**src/rtl/serv_rf_dbg_access.sv**
```systemverilog
// Debug-side initiator for the SERV register-file RAM interface.
// Turns one parallel abstract command (read or write a GPR/CSR slot) into
// a bit-serial rreq/wreq transaction, shifting data one bit per cycle, and
// returns a parallel response.
//
// Handshakes: a command transfers on a clock edge where i_cmd_valid and
// o_cmd_ready are both high; a response transfers on an edge where
// o_rsp_valid and i_rsp_ready are both high. o_rsp_valid, o_rsp_rdata and
// o_rsp_err stay stable from assertion until that transfer.
module serv_rf_dbg_access #(
  parameter int csr_regs = 4,
  parameter int RW = $clog2(32 + csr_regs)
) (
  input  logic          i_clk,
  input  logic          i_rst,
  input  logic          i_halted,
  input  logic          i_cmd_valid,
  output logic          o_cmd_ready,
  input  logic          i_cmd_write,
  input  logic [RW-1:0] i_cmd_regno,
  input  logic [31:0]   i_cmd_wdata,
  output logic          o_rsp_valid,
  input  logic          i_rsp_ready,
  output logic [31:0]   o_rsp_rdata,
  output logic          o_rsp_err,
  output logic          o_rreq,
  output logic          o_wreq,
  input  logic          i_ready,
  output logic [RW-1:0] o_rreg0,
  output logic [RW-1:0] o_rreg1,
  output logic [RW-1:0] o_wreg0,
  output logic [RW-1:0] o_wreg1,
  output logic          o_wen0,
  output logic          o_wen1,
  output logic          o_wdata0,
  output logic          o_wdata1,
  input  logic          i_rdata0,
  input  logic          i_rdata1,
  output logic [2:0]    dbg_state
);

  typedef enum logic [2:0] {
    IDLE   = 3'd0,
    RREQ   = 3'd1,
    RWAIT  = 3'd2,
    RSHIFT = 3'd3,
    WREQ   = 3'd4,
    WSHIFT = 3'd5,
    WDRAIN = 3'd6,
    RESP   = 3'd7
  } state_t;

  localparam logic [RW:0] num_slots = (RW+1)'(32 + csr_regs);

  state_t        state;
  logic [31:0]   sr;
  logic [RW-1:0] idx;
  logic [4:0]    cnt;
  logic          in_txn;
  logic          bad_cmd;
  logic          unused;

  // Port 1 of the RF interface is never used for debug access.
  assign o_wen1   = 1'b0;
  assign o_wdata1 = 1'b0;
  assign unused   = i_rdata1;

  // Register indices are only presented while the RF is actually being accessed.
  assign in_txn  = (state != IDLE) && (state != RESP);
  assign o_rreg0 = in_txn ? idx : '0;
  assign o_rreg1 = in_txn ? idx : '0;
  assign o_wreg0 = in_txn ? idx : '0;
  assign o_wreg1 = in_txn ? idx : '0;

  assign dbg_state = state;

  // Out-of-range slot or running core: reject without touching the RF.
  assign bad_cmd = ({1'b0, i_cmd_regno} >= num_slots) || !i_halted;

  // Transaction sequencer with registered strobes, shift register and response.
  always_ff @(posedge i_clk) begin
    if (i_rst) begin
      state       <= IDLE;
      sr          <= '0;
      idx         <= '0;
      cnt         <= '0;
      o_cmd_ready <= 1'b0;
      o_rsp_valid <= 1'b0;
      o_rsp_rdata <= '0;
      o_rsp_err   <= 1'b0;
      o_rreq      <= 1'b0;
      o_wreq      <= 1'b0;
      o_wen0      <= 1'b0;
      o_wdata0    <= 1'b0;
    end else begin
      // Request strobes are single-cycle pulses unless re-armed below.
      o_rreq <= 1'b0;
      o_wreq <= 1'b0;
      case (state)
        IDLE: begin
          o_cmd_ready <= 1'b1;
          if (o_cmd_ready && i_cmd_valid) begin
            o_cmd_ready <= 1'b0;
            sr          <= i_cmd_wdata;
            idx         <= i_cmd_regno;
            if (bad_cmd) begin
              state       <= RESP;
              o_rsp_valid <= 1'b1;
              o_rsp_err   <= 1'b1;
              o_rsp_rdata <= '0;
            end else if (i_cmd_regno == '0) begin
              // x0 is hardwired: reads return zero, writes are dropped.
              state       <= RESP;
              o_rsp_valid <= 1'b1;
              o_rsp_err   <= 1'b0;
              o_rsp_rdata <= '0;
            end else if (i_cmd_write) begin
              state  <= WREQ;
              o_wreq <= 1'b1;
              o_wen0 <= 1'b1;
            end else begin
              state  <= RREQ;
              o_rreq <= 1'b1;
            end
          end
        end
        RREQ: begin
          state <= RWAIT;
        end
        RWAIT: begin
          if (i_ready) begin
            state <= RSHIFT;
            cnt   <= '0;
          end
        end
        RSHIFT: begin
          sr  <= {i_rdata0, sr[31:1]};
          cnt <= cnt + 5'd1;
          if (cnt == 5'd31) begin
            state       <= RESP;
            o_rsp_valid <= 1'b1;
            o_rsp_err   <= 1'b0;
            o_rsp_rdata <= {i_rdata0, sr[31:1]};
          end
        end
        WREQ: begin
          // The interface is ready during wreq, so bit 0 goes out next cycle.
          o_wdata0 <= sr[0];
          sr       <= {1'b0, sr[31:1]};
          cnt      <= '0;
          state    <= WSHIFT;
        end
        WSHIFT: begin
          if (cnt == 5'd31) begin
            o_wen0   <= 1'b0;
            o_wdata0 <= 1'b0;
            cnt      <= '0;
            state    <= WDRAIN;
          end else begin
            o_wdata0 <= sr[0];
            sr       <= {1'b0, sr[31:1]};
            cnt      <= cnt + 5'd1;
          end
        end
        WDRAIN: begin
          // Two idle cycles let the interface flush its final word.
          if (cnt == 5'd1) begin
            cnt         <= '0;
            state       <= RESP;
            o_rsp_valid <= 1'b1;
            o_rsp_err   <= 1'b0;
            o_rsp_rdata <= '0;
          end else begin
            cnt <= cnt + 5'd1;
          end
        end
        RESP: begin
          if (i_rsp_ready) begin
            o_rsp_valid <= 1'b0;
            o_rsp_rdata <= '0;
            o_rsp_err   <= 1'b0;
            o_cmd_ready <= 1'b1;
            state       <= IDLE;
          end
        end
        default: begin
          state <= IDLE;
        end
      endcase
    end
  end

endmodule

```
**config.mk**
```make
export PLATFORM = sky130hd
export DESIGN_NAME = serv_rf_dbg_access
export DESIGN_NICKNAME = d
export VERILOG_FILES = /design/src/rtl/serv_rf_dbg_access.sv
export SDC_FILE = /design/constraint.sdc
export NUM_CORES = 1
export LEC_CHECK = 0
export ABC_AREA = 1
export BUFFER_PORTS_ARGS = -buffer_cell sky130_fd_sc_hd__buf_2
export CORE_UTILIZATION = 50
export CTS_CLUSTER_SIZE = 40
export DETAILED_ROUTE_END_ITERATION = 12
export PLACE_DENSITY = 0.76
export SETUP_SLACK_MARGIN = 0.02
export SLEW_MARGIN = 20
export SYNTH_ARGS = -nofsm -noshare
export SYNTH_HDL_FRONTEND = slang
export SYNTH_SLANG_ARGS = --single-unit
```
**constraint.sdc**
```tcl
create_clock -name i_clk -period 5.4 [get_ports i_clk]
set_input_delay 0 -clock i_clk [delete_from_list [all_inputs] [get_ports i_clk]]
set_output_delay 0 -clock i_clk [all_outputs]
set_load 0.02 [all_outputs]
```
==> results.py, run 1 <==
metrics = {
    "cells_and_area": {
        "layout_commonest_cell": "nor2_1",
        "syn_to_final_growth_pct": 16.3,
        "nets": 851,
        "drive_gt1_share_pct": 19.5,
        "layout_common_cells": "nor2_1 (176), nand2_1 (175), buf_2 (111)",
        "final.fill_count": 857,
        "postLayoutCellArea_mm2": 0.00519,
        "diodes": 0,
    },
    "setup_path": {
        "critical_path.cell_chain": "inv_2 -> nand2_2 -> nand2_1 -> inv_2 -> nand2_2 -> nand2_1 -> nand2_1 -> nor2_1 -> nor2_1",
        "arrival_ps": 3070,
        "crit_top_cell": "nand2_1",
        "cp_slowest_cell": "dfxtp_1",
        "crit_fanout": 34,
        "cp_data_required_time_ps": 5650,
        "r2r-start": "dbg_state[2]$_SDFFE_PP0P_",
        "critPathLaunchType": "flop",
        "cp-end-kind": "flop",
        "r2r_setup_slack_ps": 2580,
        "rr_worst_depth": 9,
        "rr_endpoint": "sr[22]$_SDFFE_PP0P_",
        "critPathMaxStageDelay_ps": 520,
        "crit_type": "flop to flop",
    },
    "global_routing": {
        "grt_usage_pct": 23.3,
        "gr-total-overflow": 0,
        "met1_usage_pct": 30.6,
        "top_usage_layer": "met2",
        "met3_usage_pct": 3.76,
        "first_global_vias": 3853,
        "antenna_found_initial": 0,
        "grt_pass1_wl_um": 17100,
        "gr-usage-met2_pct": 39.2,
        "grt_max_degree": 73,
    },
    "timing": {
        "setup_viol": 0,
        "final.min_clock_period_ps": 2820,
        "setup_ws_ps": 2580,
        "finalHoldViolations": 0,
        "fmax_mhz": 355,
        "fin_crit_sh_pct": 52.2,
        "tns_ps": 0,
        "slew_headroom_pct": 53.1,
        "skew_ps": 16.1,
        "grt_setup_unrepaired": "no",
        "tightest_slew_ps": 702,
        "whs_ps": 3.27,
        "final-max-slew-violation-count": 0,
    },
    "die": {
        "dieHeight_um": 96.4,
        "start_util_pct": 51.4,
        "boundaryPins": 115,
        "die_w_um": 96.4,
        "dieArea_mm2": 0.00930,
        "coreArea_mm2": 0.00868,
        "placementRows": 34,
    },
    "yosys": {
        "syn_area_per_cell_um2": 6.19,
        "synthDominantCellAreaShare_pct": 38.2,
        "synth_warnings": 0,
        "netlist_instances": 720,
        "synth_top_area_cell": "dfxtp_1",
        "ys_ff_latch": 85,
        "ys_types": 30,
        "ys_seq_area_share_pct": 38.2,
        "synth.top_cells.by_area": "dfxtp_1 (38%), nand2_1 (15%), nor2_1 (15%)",
        "synth_area_mm2": 0.00446,
    },
    "clock_network": {
        "cts.sinks": 85,
        "holdBufCountCts": 10,
        "ctsRootBufferMaster": "clkbuf_8",
        "cts_tree": "yes",
        "cts_made_buffers": 9,
        "clkLatencyLatePin_ps": 350,
        "cts.repair.resized": 0,
        "clk_path_buf_depth": 2,
        "cts_setup_buffers": 0,
        "clk_pin_slew_worst_paths_ps": 100,
        "htreeDepth": 3,
    },
    "routing": {
        "viasPerCell": 4.81,
        "wirelength_um": 10200,
        "num_vias": 4395,
        "avgRoutedWirePerCell_um": 11.2,
        "first_pass_iters": 4,
        "drt-initial-drc-count": 244,
        "drtAntennaViolNets": 0,
        "drc": 0,
    },
    "power": {
        "p_seq_share_pct": 31.5,
        "p_switching_mw": 1.42,
        "switching_share_pct": 47.4,
        "clock_power_share_pct": 16.3,
        "power.internal_mw": 1.58,
        "cellPowerDensity_mw_per_mm2": 578,
        "p_leak_nw": 2.80,
        "ir_drop_uv": 294,
        "combPwrFrac_pct": 52.1,
    },
    "worst_hold_path": {
        "whs_endpoint": "idx[1]$_SDFFE_PP0N_",
        "min_path_cells": 3,
        "hold_path.class": "input pin to flop",
        "min_from": "i_cmd_regno[1]",
    },
    "placement": {
        "postPlaceCellArea_mm2": 0.00486,
        "portBuffers": 111,
        "gp_congestion": 0.815,
        "place_ws_ps": 1830,
        "dp.final_hpwl_um": 6530,
    },
    "status": {
        "status": "complete, no violations",
    },
    "flow_run": {
        "cap_violations": 0,
    },
}
layer usage:
layer / wire [um] / vias to the layer above
met5: 0 / -
met4: 93 / 0
met3: 641 / 9
met2: 4780 / 143
met1: 4700 / 1920
li1: - / 2323
layout make-up:
cell class | instances | area, um2 | share of cell area, %
clock inverter | 6 | 87.6 | 1.69
timing repair buffer | 124 | 678 | 13.1
tap | 108 | 135 | 2.61
sequential | 85 | 1700 | 32.8
multi-input combinational | 486 | 2100 | 40.5
clock buffer | 10 | 128 | 2.46
inverter | 95 | 357 | 6.88
worst max-delay path by stage:
stage	from	endpoint
2_1_floorplan	cnt[0]$_SDFFE_PP0P_	o_rsp_rdata[0]$_SDFFE_PP0P_
3_3_place_gp	dbg_state[2]$_SDFFE_PP0P_	sr[4]$_SDFFE_PP0P_
3_5_place_dp	dbg_state[2]$_SDFFE_PP0P_	sr[12]$_SDFFE_PP0P_
4_1_cts	dbg_state[2]$_SDFFE_PP0P_	sr[16]$_SDFFE_PP0P_
5_1_grt	dbg_state[2]$_SDFFE_PP0P_	sr[11]$_SDFFE_PP0P_
6_report	dbg_state[2]$_SDFFE_PP0P_	sr[22]$_SDFFE_PP0P_
logic make-up after synthesis:
group	share of synthesized area [%]
buffers and inverters	15.0
adder cells (fa/ha/maj)	0.842
flip-flops	38.2
XOR/XNOR	0.196
AND/OR/NAND/NOR	38.5
other	0.0841
AO/OA/AOI/OAI	7.19
state kept, by name, summed over array words and instances (netlist names):
| signal | cells |
|---|---|
| o_wdata0 | 1 |
| idx | 6 |
| o_rsp_err | 1 |
| o_rsp_valid | 1 |
| o_cmd_ready | 1 |
| sr | 32 |
| o_rsp_rdata | 32 |
| o_wen0 | 1 |
| o_rreq | 1 |
| dbg_state | 3 |
| cnt | 5 |
| o_wreq | 1 |
metrics by stage:
step	total power, mW	utilization (%)	instances
3_5_place_dp	2.51	56.0	888
4_1_cts	3.02	59.7	914
3_3_place_gp	2.47	56.0	888
2_1_floorplan	2.21	-	721
5_1_grt	3.31	59.8	914
6_report	3.00	59.8	914
cells in the mapped netlist:
cell	count
dfxtp_1	85
a21oi_4	1
nor2_2	1
nor2_4	1
buf_1	3
nor2_1	176
nor4_1	2
or2_2	1
nand4_4	1
a21oi_1	13
buf_2	21
nand4_1	9
inv_2	15
xor2_1	1
o211ai_1	1
o21ai_0	30
nand2_2	2
clkbuf_1	10
buf_4	21
nand2_1	178
nor3_1	7
conb_1	1
ha_1	3
nand3_2	1
o21ai_1	15
inv_1	80
nand3_1	38
a31oi_1	1
nor2_8	1
nand3b_1	1
critical path: cells and delay by family (launching register included):
kind	cells	cell delay [ps]
AND/OR/NAND/NOR	7	1580
flip-flops	1	520
buffers and inverters	2	620
power groups by stage:
stage	Combinational (mW)	Clock [mW]	Sequential (mW)
global route	1.82	0.524	0.971
detailed placement	1.56	0	0.955
global placement	1.52	0	0.948
finish	1.56	0.490	0.944
floorplan	1.19	0	1.02
CTS	1.58	0.500	0.942
Power figures use the tool's default switching activity.
==> inputs of run 2 (changes only) <==
--- a/config.mk
+++ b/config.mk
@@ -5,9 +5,9 @@
 export SDC_FILE = /design/constraint.sdc
 export NUM_CORES = 1
 export LEC_CHECK = 0
-export ABC_AREA = 1
+export ABC_AREA = 0
 export BUFFER_PORTS_ARGS = -buffer_cell sky130_fd_sc_hd__buf_2
-export CORE_UTILIZATION = 50
+export CORE_UTILIZATION = 47
 export CTS_CLUSTER_SIZE = 40
 export DETAILED_ROUTE_END_ITERATION = 12
 export PLACE_DENSITY = 0.76
==> constraint.sdc (replaced) <==
create_clock -name i_clk -period 2.36 [get_ports i_clk]
set_input_delay 0 -clock i_clk [delete_from_list [all_inputs] [get_ports i_clk]]
set_output_delay 0 -clock i_clk [all_outputs]
set_load 0.02 [all_outputs]
==> results.py, run 2 <==
metrics = {
    "setup_path": {
        "crit_start": "cnt[0]$_SDFFE_PP0P_",
        "cp_data_required_time_ps": 2620,
        "r2r-start": "cnt[0]$_SDFFE_PP0P_",
        "critPathLaunchType": "flop",
        "arrival_ps": 2440,
        "crit_fanout": 32,
        "crit_type": "flop to flop",
        "cp-end-kind": "flop",
    },
    "cells_and_area": {
        "drive_gt1_share_pct": 27.3,
        "utilization_pct": 59.3,
        "layout_common_cells": "buf_2 (111), dfxtp_1 (85), nand2_1 (71)",
        "diodes": 0,
        "layout_commonest_cell": "buf_2",
        "syn_to_final_growth_pct": 21.4,
        "final.fill_count": 757,
        "multiInputGateArea_mm2": 0.00200,
        "register_area_mm2": 0.00170,
        "nets": 598,
        "finalNonFillerCells": 658,
        "reg_top3": "o_rsp_rdata x32, sr x32, idx x6",
        "postLayoutCellArea_mm2": 0.00492,
    },
    "power": {
        "p_switching_mw": 2.19,
        "finalPower_mw": 5.49,
        "switching_share_pct": 39.8,
        "p_seq_share_pct": 36.0,
        "cellPowerDensity_mw_per_mm2": 1120,
        "combPwrFrac_pct": 46.5,
        "ir_drop_uv": 601,
        "p_leak_nw": 2.12,
        "power.internal_mw": 3.31,
        "clock_power_share_pct": 17.5,
    },
    "timing": {
        "setup_viol": 0,
        "grt_setup_unrepaired": "no",
        "final-max-slew-violation-count": 0,
        "slew_headroom_pct": 55.6,
        "fin_crit_sh_pct": 92.0,
        "finalHoldViolations": 0,
        "final.min_clock_period_ps": 2170,
        "setup_ws_ps": 188,
        "tns_ps": 0,
        "whs_ps": 8.46,
        "fmax_mhz": 460,
        "tightest_slew_ps": 665,
        "skew_ps": 10.2,
    },
    "die": {
        "placementRows": 33,
        "boundaryPins": 115,
        "dieArea_mm2": 0.00900,
        "start_util_pct": 48.8,
        "coreArea_mm2": 0.00830,
        "dieHeight_um": 94.8,
        "die_w_um": 94.8,
    },
    "placement": {
        "dp_cells": 622,
        "postPlaceCellArea_mm2": 0.00453,
        "place_ws_ps": 144,
        "gp_congestion": 0.920,
        "portBuffers": 111,
        "dp.final_hpwl_um": 6330,
    },
    "clock_network": {
        "clkLatencyLatePin_ps": 340,
        "cts_tree": "yes",
        "ctsRootBufferMaster": "clkbuf_8",
        "cts.sinks": 85,
        "clk_pin_slew_worst_paths_ps": 80,
        "clk_path_buf_depth": 2,
        "cts_setup_buffers": 0,
        "cts_made_buffers": 9,
        "htreeDepth": 3,
    },
    "yosys": {
        "synth_simple_gate_area_share_pct": 17.6,
        "netlist_instances": 443,
        "ys_seq_area_share_pct": 42.0,
        "ys_ff_latch": 85,
        "synth_warnings": 0,
        "synth_compound_area_share_pct": 12.4,
        "synth.top_cells.by_area": "dfxtp_1 (42%), mux2i_1 (17%), nand2_1 (6.7%)",
        "synth_area_mm2": 0.00405,
        "synth_top_family_by_area": "simple AND/OR/NAND/NOR gates",
        "synth_edf_count": 0,
        "synthMuxAreaShare_pct": 17.0,
        "synth_fa_ha_area_share_pct": 0.926,
        "synth-main-ff-cell": "dfxtp_1",
        "synth.most_common_cell": "dfxtp_1",
        "synthArstFlopShare_pct": 0,
        "synth_top_area_cell": "dfxtp_1",
        "synth_commonest_cells": "dfxtp_1 (85), nand2_1 (72), mux2i_1 (69), nor2_1 (49), a211oi_1 (33)",
        "ys_types": 50,
        "syn_area_per_cell_um2": 9.15,
        "synthDominantCellAreaShare_pct": 42.0,
        "synth-xor-area-share_pct": 0.865,
    },
    "routing": {
        "drt-initial-drc-count": 68,
        "avgRoutedWirePerCell_um": 13.8,
        "viasPerCell": 5.18,
        "num_vias": 3408,
        "drtAntennaViolNets": 0,
        "first_pass_iters": 4,
        "drc": 0,
        "wirelength_um": 9050,
    },
    "global_routing": {
        "grt_pass1_wl_um": 14500,
        "first_global_vias": 3100,
        "antenna_found_initial": 0,
        "grt_usage_pct": 20.4,
        "grt_max_degree": 38,
        "gr-total-overflow": 0,
    },
    "status": {
        "status": "complete, no violations",
    },
    "worst_hold_path": {
        "min_from": "i_cmd_wdata[7]",
        "hold_path.class": "input pin to flop",
    },
    "flow_run": {
        "cap_violations": 0,
    },
}
-- run 2: path summary, 6_finish.rpt --
path                            cells past startpoint  slack [ps]                      endpoint
worst min-delay path                                3           8            sr[7]$_SDFFE_PP0P_
worst max-delay path                                9         190   o_rsp_rdata[2]$_SDFFE_PP0P_
worst max register to register                      9         190   o_rsp_rdata[2]$_SDFFE_PP0P_
worst min register to register                      2         460  o_rsp_rdata[20]$_SDFFE_PP0P_
-- run 2: layer usage --
metal	global-route usage, %	vias up	wire [um]
met3	4.51	4	457
met5	0	-	0
li1	-	1716	-
met4	5.68	0	48
met1	26.1	1593	4110
met2	34.5	95	4440
-- run 2: cell type report --
cell class / instances / area share (%)
multi-input combinational: 303 / 40.7
sequential: 85 / 34.6
tap: 105 / 2.67
inverter: 6 / 0.458
timing repair buffer: 143 / 17.7
clock inverter: 2 / 0.331
clock buffer: 14 / 3.51
-- run 2: cell families after synthesis --
| family | Yosys count |
|---|---|
| flops | 85 |
| mux | 69 |
| other cells | 1 |
| compound gates | 68 |
| simple gates | 157 |
| fa+ha+maj | 3 |
| buf+inv | 56 |
| xor+xnor | 4 |
-- run 2: what timing repair did --
item,in CTS,in global routing
hold buffers,20,0
gates resized for setup,0,1
endpoints found under the hold margin,24,0
endpoints found under the setup margin,0,2
-- run 2: power groups by stage --
| stage | Combinational, mW | Sequential, mW | Clock, mW |
|---|---|---|---|
| after floorplan | 2.14 | 1.99 | 0 |
| after global placement | 2.47 | 2.00 | 0 |
| after detailed placement | 2.54 | 2.01 | 0 |
| after CTS | 2.57 | 1.98 | 0.988 |
| after global routing | 2.83 | 2.03 | 1.05 |
| final | 2.55 | 1.98 | 0.959 |
-- run 2: critical path: stages (launching register included) --
cell      delay, ps
dfxtp_1         420
ha_1            190
and3_1          160
ha_2            260
nand3b_1        170
a21oi_2          90
a21o_4          230
nor2_8          100
buf_12          250
mux2i_1         230
